## src/rtl/alu_issue.sv

```systemverilog
// Decode-and-issue stage in front of the ALU: MIPS word -> ALU op/operands,
// single-entry output register with valid/ready, one-cycle load-use interlock.
module alu_issue #(
    parameter int STALL_W = 16
) (
    input  logic               clk,
    input  logic               rst_n,
    input  logic               flush,
    input  logic               in_valid,
    output logic               in_ready,
    input  logic [31:0]        instr,
    input  logic [31:0]        rs_data,
    input  logic [31:0]        rt_data,
    output logic               out_valid,
    input  logic               out_ready,
    output logic [31:0]        reg1,
    output logic [31:0]        reg2,
    output logic [4:0]         op_code,
    output logic [4:0]         shamt,
    output logic [31:0]        st_data,
    output logic [4:0]         dst,
    output logic               wr_en,
    output logic               mem_rd,
    output logic               mem_wr,
    output logic               illegal,
    output logic [STALL_W-1:0] stall_cnt
);

    localparam logic [4:0] OP_ADD   = 5'd0;
    localparam logic [4:0] OP_ADDU  = 5'd1;
    localparam logic [4:0] OP_SUB   = 5'd2;
    localparam logic [4:0] OP_SUBU  = 5'd3;
    localparam logic [4:0] OP_AND   = 5'd4;
    localparam logic [4:0] OP_OR    = 5'd5;
    localparam logic [4:0] OP_NOR   = 5'd6;
    localparam logic [4:0] OP_SLT   = 5'd7;
    localparam logic [4:0] OP_SLL   = 5'd8;
    localparam logic [4:0] OP_SRL   = 5'd9;
    localparam logic [4:0] OP_SRA   = 5'd10;
    localparam logic [4:0] OP_JR    = 5'd11;
    localparam logic [4:0] OP_NOP   = 5'd12;
    localparam logic [4:0] OP_ANDI  = 5'd13;
    localparam logic [4:0] OP_ORI   = 5'd14;
    localparam logic [4:0] OP_SLTI  = 5'd15;
    localparam logic [4:0] OP_ADDI  = 5'd16;
    localparam logic [4:0] OP_ADDIU = 5'd17;
    localparam logic [4:0] OP_LW    = 5'd18;
    localparam logic [4:0] OP_SW    = 5'd19;
    localparam logic [4:0] OP_LUI   = 5'd20;

    logic [5:0]  opc;
    logic [5:0]  funct;
    logic [4:0]  rs_f;
    logic [4:0]  rt_f;
    logic [4:0]  rd_f;
    logic [15:0] imm;

    assign opc   = instr[31:26];
    assign rs_f  = instr[25:21];
    assign rt_f  = instr[20:16];
    assign rd_f  = instr[15:11];
    assign funct = instr[5:0];
    assign imm   = instr[15:0];

    logic [4:0]  d_op;
    logic [4:0]  d_sh;
    logic [4:0]  d_dst;
    logic [31:0] d_r1;
    logic [31:0] d_r2;
    logic [31:0] d_st;
    logic        d_ill;
    logic        d_mrd;
    logic        d_mwr;
    logic        d_wr;
    logic        use_rs;
    logic        use_rt;
    logic        no_wb;

    always_comb begin
        d_op   = OP_NOP;
        d_r1   = rs_data;
        d_r2   = rt_data;
        d_sh   = instr[10:6];
        d_dst  = rd_f;
        d_st   = '0;
        d_ill  = 1'b0;
        d_mrd  = 1'b0;
        d_mwr  = 1'b0;
        use_rs = 1'b1;
        use_rt = 1'b1;
        no_wb  = 1'b0;
        if (instr == 32'd0) begin
            use_rs = 1'b0;
            use_rt = 1'b0;
            no_wb  = 1'b1;
        end else if (opc == 6'h00) begin
            case (funct)
                6'h20: d_op = OP_ADD;
                6'h21: d_op = OP_ADDU;
                6'h22: d_op = OP_SUB;
                6'h23: d_op = OP_SUBU;
                6'h24: d_op = OP_AND;
                6'h25: d_op = OP_OR;
                6'h27: d_op = OP_NOR;
                6'h2A: d_op = OP_SLT;
                // shifts take their operand from rt only
                6'h00: begin d_op = OP_SLL; use_rs = 1'b0; end
                6'h02: begin d_op = OP_SRL; use_rs = 1'b0; end
                6'h03: begin d_op = OP_SRA; use_rs = 1'b0; end
                6'h08: begin d_op = OP_JR;  no_wb  = 1'b1; end
                default: d_ill = 1'b1;
            endcase
        end else begin
            d_r2   = {{16{imm[15]}}, imm};
            d_sh   = '0;
            d_dst  = rt_f;
            use_rt = 1'b0;
            case (opc)
                6'h0C: begin d_op = OP_ANDI; d_r2 = {16'h0, imm}; end
                6'h0D: begin d_op = OP_ORI;  d_r2 = {16'h0, imm}; end
                6'h0A: d_op = OP_SLTI;
                6'h08: d_op = OP_ADDI;
                6'h09: d_op = OP_ADDIU;
                6'h23: begin d_op = OP_LW; d_mrd = 1'b1; end
                6'h2B: begin
                    d_op   = OP_SW;
                    d_mwr  = 1'b1;
                    d_st   = rt_data;
                    use_rt = 1'b1;
                    no_wb  = 1'b1;
                end
                // ALU does the <<16; pass the raw immediate
                6'h0F: begin d_op = OP_LUI; d_r2 = {16'h0, imm}; end
                default: d_ill = 1'b1;
            endcase
        end
        if (d_ill) begin
            d_op   = OP_NOP;
            d_r1   = '0;
            d_r2   = '0;
            d_sh   = '0;
            d_dst  = '0;
            d_st   = '0;
            d_mrd  = 1'b0;
            d_mwr  = 1'b0;
            use_rs = 1'b0;
            use_rt = 1'b0;
            no_wb  = 1'b1;
        end
    end

    assign d_wr = !no_wb && (d_dst != 5'd0);

    // Load-use window: lw in the output register, plus one cycle after it leaves.
    logic       tail_open;
    logic [4:0] tail_dst;
    logic       cur_open;
    logic       hit_cur;
    logic       hit_tail;
    logic       hazard;
    logic       take;

    assign cur_open = out_valid && mem_rd && (dst != 5'd0);
    assign hit_cur  = cur_open && ((use_rs && rs_f == dst) || (use_rt && rt_f == dst));
    assign hit_tail = tail_open && ((use_rs && rs_f == tail_dst) || (use_rt && rt_f == tail_dst));
    assign hazard   = in_valid && (hit_cur || hit_tail);
    assign in_ready = !flush && !hazard && (!out_valid || out_ready);
    assign take     = in_valid && in_ready;

    always_ff @(posedge clk or negedge rst_n) begin
        if (!rst_n) begin
            out_valid <= 1'b0;
            op_code   <= OP_NOP;
            reg1      <= '0;
            reg2      <= '0;
            shamt     <= '0;
            st_data   <= '0;
            dst       <= '0;
            wr_en     <= 1'b0;
            mem_rd    <= 1'b0;
            mem_wr    <= 1'b0;
            illegal   <= 1'b0;
        end else if (flush) begin
            out_valid <= 1'b0;
        end else if (take) begin
            out_valid <= 1'b1;
            op_code   <= d_op;
            reg1      <= d_r1;
            reg2      <= d_r2;
            shamt     <= d_sh;
            st_data   <= d_st;
            dst       <= d_dst;
            wr_en     <= d_wr;
            mem_rd    <= d_mrd;
            mem_wr    <= d_mwr;
            illegal   <= d_ill;
        end else if (out_ready) begin
            out_valid <= 1'b0;
        end
    end

    always_ff @(posedge clk or negedge rst_n) begin
        if (!rst_n) begin
            tail_open <= 1'b0;
            tail_dst  <= '0;
        end else begin
            tail_open <= !flush && cur_open && out_ready;
            tail_dst  <= dst;
        end
    end

    always_ff @(posedge clk or negedge rst_n) begin
        if (!rst_n) begin
            stall_cnt <= '0;
        end else if (hazard && !flush && (stall_cnt != '1)) begin
            stall_cnt <= stall_cnt + 1'b1;
        end
    end

endmodule

```

## config.mk

```make
export PLATFORM = sky130hd
export DESIGN_NAME = alu_issue
export DESIGN_NICKNAME = d
export VERILOG_FILES = /design/src/rtl/alu_issue.sv
export SDC_FILE = /design/constraint.sdc
export NUM_CORES = 1
export LEC_CHECK = 0
export BUFFER_PORTS_ARGS = -buffer_cell sky130_fd_sc_hd__buf_2
export CORE_MARGIN = 5
export CORE_UTILIZATION = 47
export CTS_BUF_LIST = sky130_fd_sc_hd__clkbuf_8
export CTS_CLUSTER_SIZE = 25
export DETAILED_ROUTE_END_ITERATION = 8
export HOLD_SLACK_MARGIN = 0.02
export PLACE_DENSITY = 0.8
export REMOVE_ABC_BUFFERS = 1
export SLEW_MARGIN = 20
export SYNTH_ARGS = -nofsm -noshare
export SYNTH_HDL_FRONTEND = slang
export SYNTH_SLANG_ARGS = --single-unit
export TNS_END_PERCENT = 50
```

## constraint.sdc

```tcl
create_clock -name clk -period 2.76 [get_ports clk]
set_input_delay 0.138 -clock clk [delete_from_list [all_inputs] [get_ports clk]]
set_output_delay 0.138 -clock clk [all_outputs]
set_load 0.01 [all_outputs]
```

==> impl_metrics.tcl <==
set metrics [dict create \
    grt_pass1_wl_um 34760 \
    globalRouteTotalUtil_pct 25.97 \
    drt-total-wl_um 23330 \
    cts.path.max_buffers 2 \
    avgSynthCellArea_sq_um 9.607 \
    min_path_type "in -> reg" \
    worstPathArrival_ns 2.65 \
    ys_types 48 \
    netlist_instances 711 \
    cp.required_ns 2.62 \
    startpoint_type "register" \
    io_pins 234 \
    max-slew-margin-rel_pct 39.81 \
    synth-main-ff-cell "dfrtp_1" \
    crit_path_max_fanout 2 \
    drt_iter0_drc 470 \
    ys.warnings.count 0 \
    synth_area_sq_mm 0.006830 \
    firstDrtPassIters 5 \
    tns_ns -0.1962 \
    timing_worst_setup_path_type "reg -> out" \
    max-vdd-ir-drop_v 0.0002767 \
    whs_ns 0.05523 \
    syn_to_final_growth_pct 41.22 \
    dp.cells 1089 \
    drcViolationCount 0 \
    rows 44 \
    drive_gt1_share_pct 34.56 \
    place_area_sq_mm 0.008140 \
    rsz0062_at_grt "yes" \
    cap_violations 0 \
    final_nets 1122 \
    final.setup.worst_slack_ns -0.03158 \
    multiInputGateArea_sq_mm 0.003168 \
    finalHoldViolCount 0 \
    dp_hpwl_um 13910 \
    synth-seq-area-share_pct 50.60 \
    clock-skew-final_ns 0.01085 \
    fin_crit_ns 2.792 \
    synth_top_area_cell "dfrtp_1" \
    post-route-util_pct 67.13 \
    power_leakage_nw 4.794 \
    seqCellArea_sq_mm 0.003458 \
    setup_viol 15 \
    num_vias 6901 \
    routed_via_density 5.652 \
    fillers 1094 \
    power.density_mw_per_mm2 472.3 \
    ys_ff_latch 138 \
    root_buffer "clkbuf_8" \
    final_max_slew_viol_count 0 \
    layoutNonFillerInstCount 1221 \
    wl_per_cell_um 19.11 \
    die-area_sq_mm 0.01704 \
    clock.fmax_mhz 358.2 \
    max_slew.worst_pin.slew_ns 0.9029 \
    end_kind "output pin" \
    grt_pass1_vias 6812 \
    htreeDepth 4 \
    status "finished, violations left" \
    portBuffers 233 \
    grt_antenna_before_repair 3 \
    core_sq_mm 0.01437 \
    die_width_um 130.6 \
    worst_skew_pair.late_latency_ns 0.45 \
    grt_max_degree 94 \
    initial_utilization_pct 47.54 \
    cts_sinks 138 \
    cts_tree "done" \
    gr-total-overflow 0 \
    finalInstanceArea_sq_mm 0.009646 \
    timing.final.crit_share_pct 101.1 \
    violations "negative setup slack" \
    synth_edf_count 0 \
    ant_nets 0 \
    synthTopCellsByArea "dfrtp_1 50%, o21ai_0 12%, nand2_1 4.5%, mux2_4 3.7%, xnor2_1 2.9%" \
    gp_congestion 0.8847 \
    async_reset_ff_share_pct 100.0 \
    netlist.area_leader.share_pct 49.83 \
    die_height_um 130.6 \
    numCtsBuffers 17 \
    clk_pin_slew_ns 0.08 \
]
-- state kept, by name, indices dropped and copies added (netlist names) --
signal	cells
dst	5
illegal	1
mem_rd	1
mem_wr	1
op_code	5
out_valid	1
reg1	32
reg2	32
shamt	5
st_data	32
stall_cnt	16
tail_dst	5
tail_open	1
wr_en	1
-- layer usage --
metal | global-route usage, % | vias to the layer above | part of all wire, %
met2 | 43.50 | 374 | 49
met5 | 0 | - | 0
met1 | 31.03 | 3320 | 40
li1 | - | 3120 | -
met4 | 12.95 | 0 | 4.4
met3 | 6.789 | 87 | 7.5
-- path summary, 6_finish.rpt --
check	from	end	slack [ns]	cells after the start
max	dst[3]$_DFFE_PN0P_	in_ready	-0.03	9
min	instr[12]	reg2[12]$_DFFE_PN0P_	0.06	3
max reg2reg	dst[3]$_DFFE_PN0P_	reg2[31]$_DFFE_PN0P_	-0.03	10
min reg2reg	dst[4]$_DFFE_PN0P_	tail_dst[4]$_DFF_PN0_	0.48	0
max in group asynchronous	rst_n	reg1[6]$_DFFE_PN0P_	1.66	3
min in group asynchronous	rst_n	op_code[4]$_DFFE_PN0P_	0.24	2
-- power breakdown --
| part | total, mW | internal [mW] | switching, mW |
|---|---|---|---|
| Combinational | 0.727 | 0.328 | 0.399 |
| Sequential | 2.16 | 2.10 | 0.0526 |
| Clock | 1.67 | 0.867 | 0.804 |
-- placed cells by master (no fill, tap or decap), types with 7 or more instances in the layout --
cell           Yosys  routed
nand3_1           17      17
o21ai_0          168     165
dlygate4sd3_1      0      75
o31ai_1           22      19
buf_4              0      29
inv_1              8       9
nand4_1            7       7
xor2_1            12      11
and3_1            16      16
buf_2              5     232
clkbuf_8           0      20
nand2_1           82      80
dfrtp_1          136     134
xnor2_1           23      23
nor2_1            35      33
mux2i_1           19      19
a21oi_1           25      25
mux2_4            17      17
-- critical path, stage by stage, from the launching register on --
cell and delay [ns]:
dfrtp_1 0.39, or4_4 0.55, o211ai_4 0.23, buf_6 0.14, nor4_2 0.04, o32ai_2 0.22, a21oi_4 0.11, buf_8 0.14
a221oi_2 0.21, buf_2 0.17
-- repair_timing --
item	4_1_cts	5_1_grt
resized for setup	3	25
buffers inserted	14	3
hold buffers	75	0
gates cloned	0	5
endpoints found under the setup margin	1	89
pin swaps	3	9
hold endpoints to repair	141	0
-- Yosys cell counts, types with 2 or more instances --
cell and number:
o21ai_0 168, dfrtp_1 136, nand2_1 82, clkbuf_1 47, nor2_1 35, a21oi_1 25, xnor2_1 23, o31ai_1 22
mux2i_1 19, mux2_4 17, nand3_1 17, and3_1 16, xor2_1 12, inv_1 8, nand4_1 7, nor4_1 7
buf_6 6, mux2_2 6, nand2b_1 6, nor2b_1 6, nor3_1 6, buf_2 5, and2_1 3, a22oi_1 2
a32o_1 2, dfstp_2 2, nor3_2 2, o22ai_1 2, o2bb2ai_1 2, or4_1 2
-- stage by stage --
| stage | total power, mW | worst slack, ns |
|---|---|---|
| floorplan | 2.450 | -2.609 |
| global placement | 2.772 | 0.2060 |
| detailed placement | 2.784 | 0.1624 |
| CTS | 4.532 | 0.006701 |
| global route | 4.740 | -0.1391 |
| finish | 4.555 | -0.03158 |
-- layout make-up --
type / count / share of cell area, %
flip-flops and latches: 138 / 35.85
multi-input cells: 506 / 32.84
repair buffers: 349 / 24.36
clock buffers: 20 / 2.854
well taps: 184 / 2.387
clock inverters: 12 / 1.284
inverters: 8 / 0.3113
diodes: 4 / 0.1038
-- cell families (layout without fill, tap and decap cells) --
| family | count (synthesis) | in the layout | share of synthesized area, % |
|---|---|---|---|
| other | 0 | 4 | 0 |
| adder cells (fa/ha/maj) | 1 | 1 | 0.1832 |
| AO/OA/AOI/OAI | 236 | 236 | 19.38 |
| XOR/XNOR | 35 | 35 | 4.488 |
| flip-flops | 138 | 138 | 50.60 |
| AND/OR/NAND/NOR | 192 | 192 | 13.24 |
| buffers and inverters | 67 | 389 | 4.598 |
| multiplexers | 42 | 42 | 7.510 |
(Power assumes the default switching activity.)
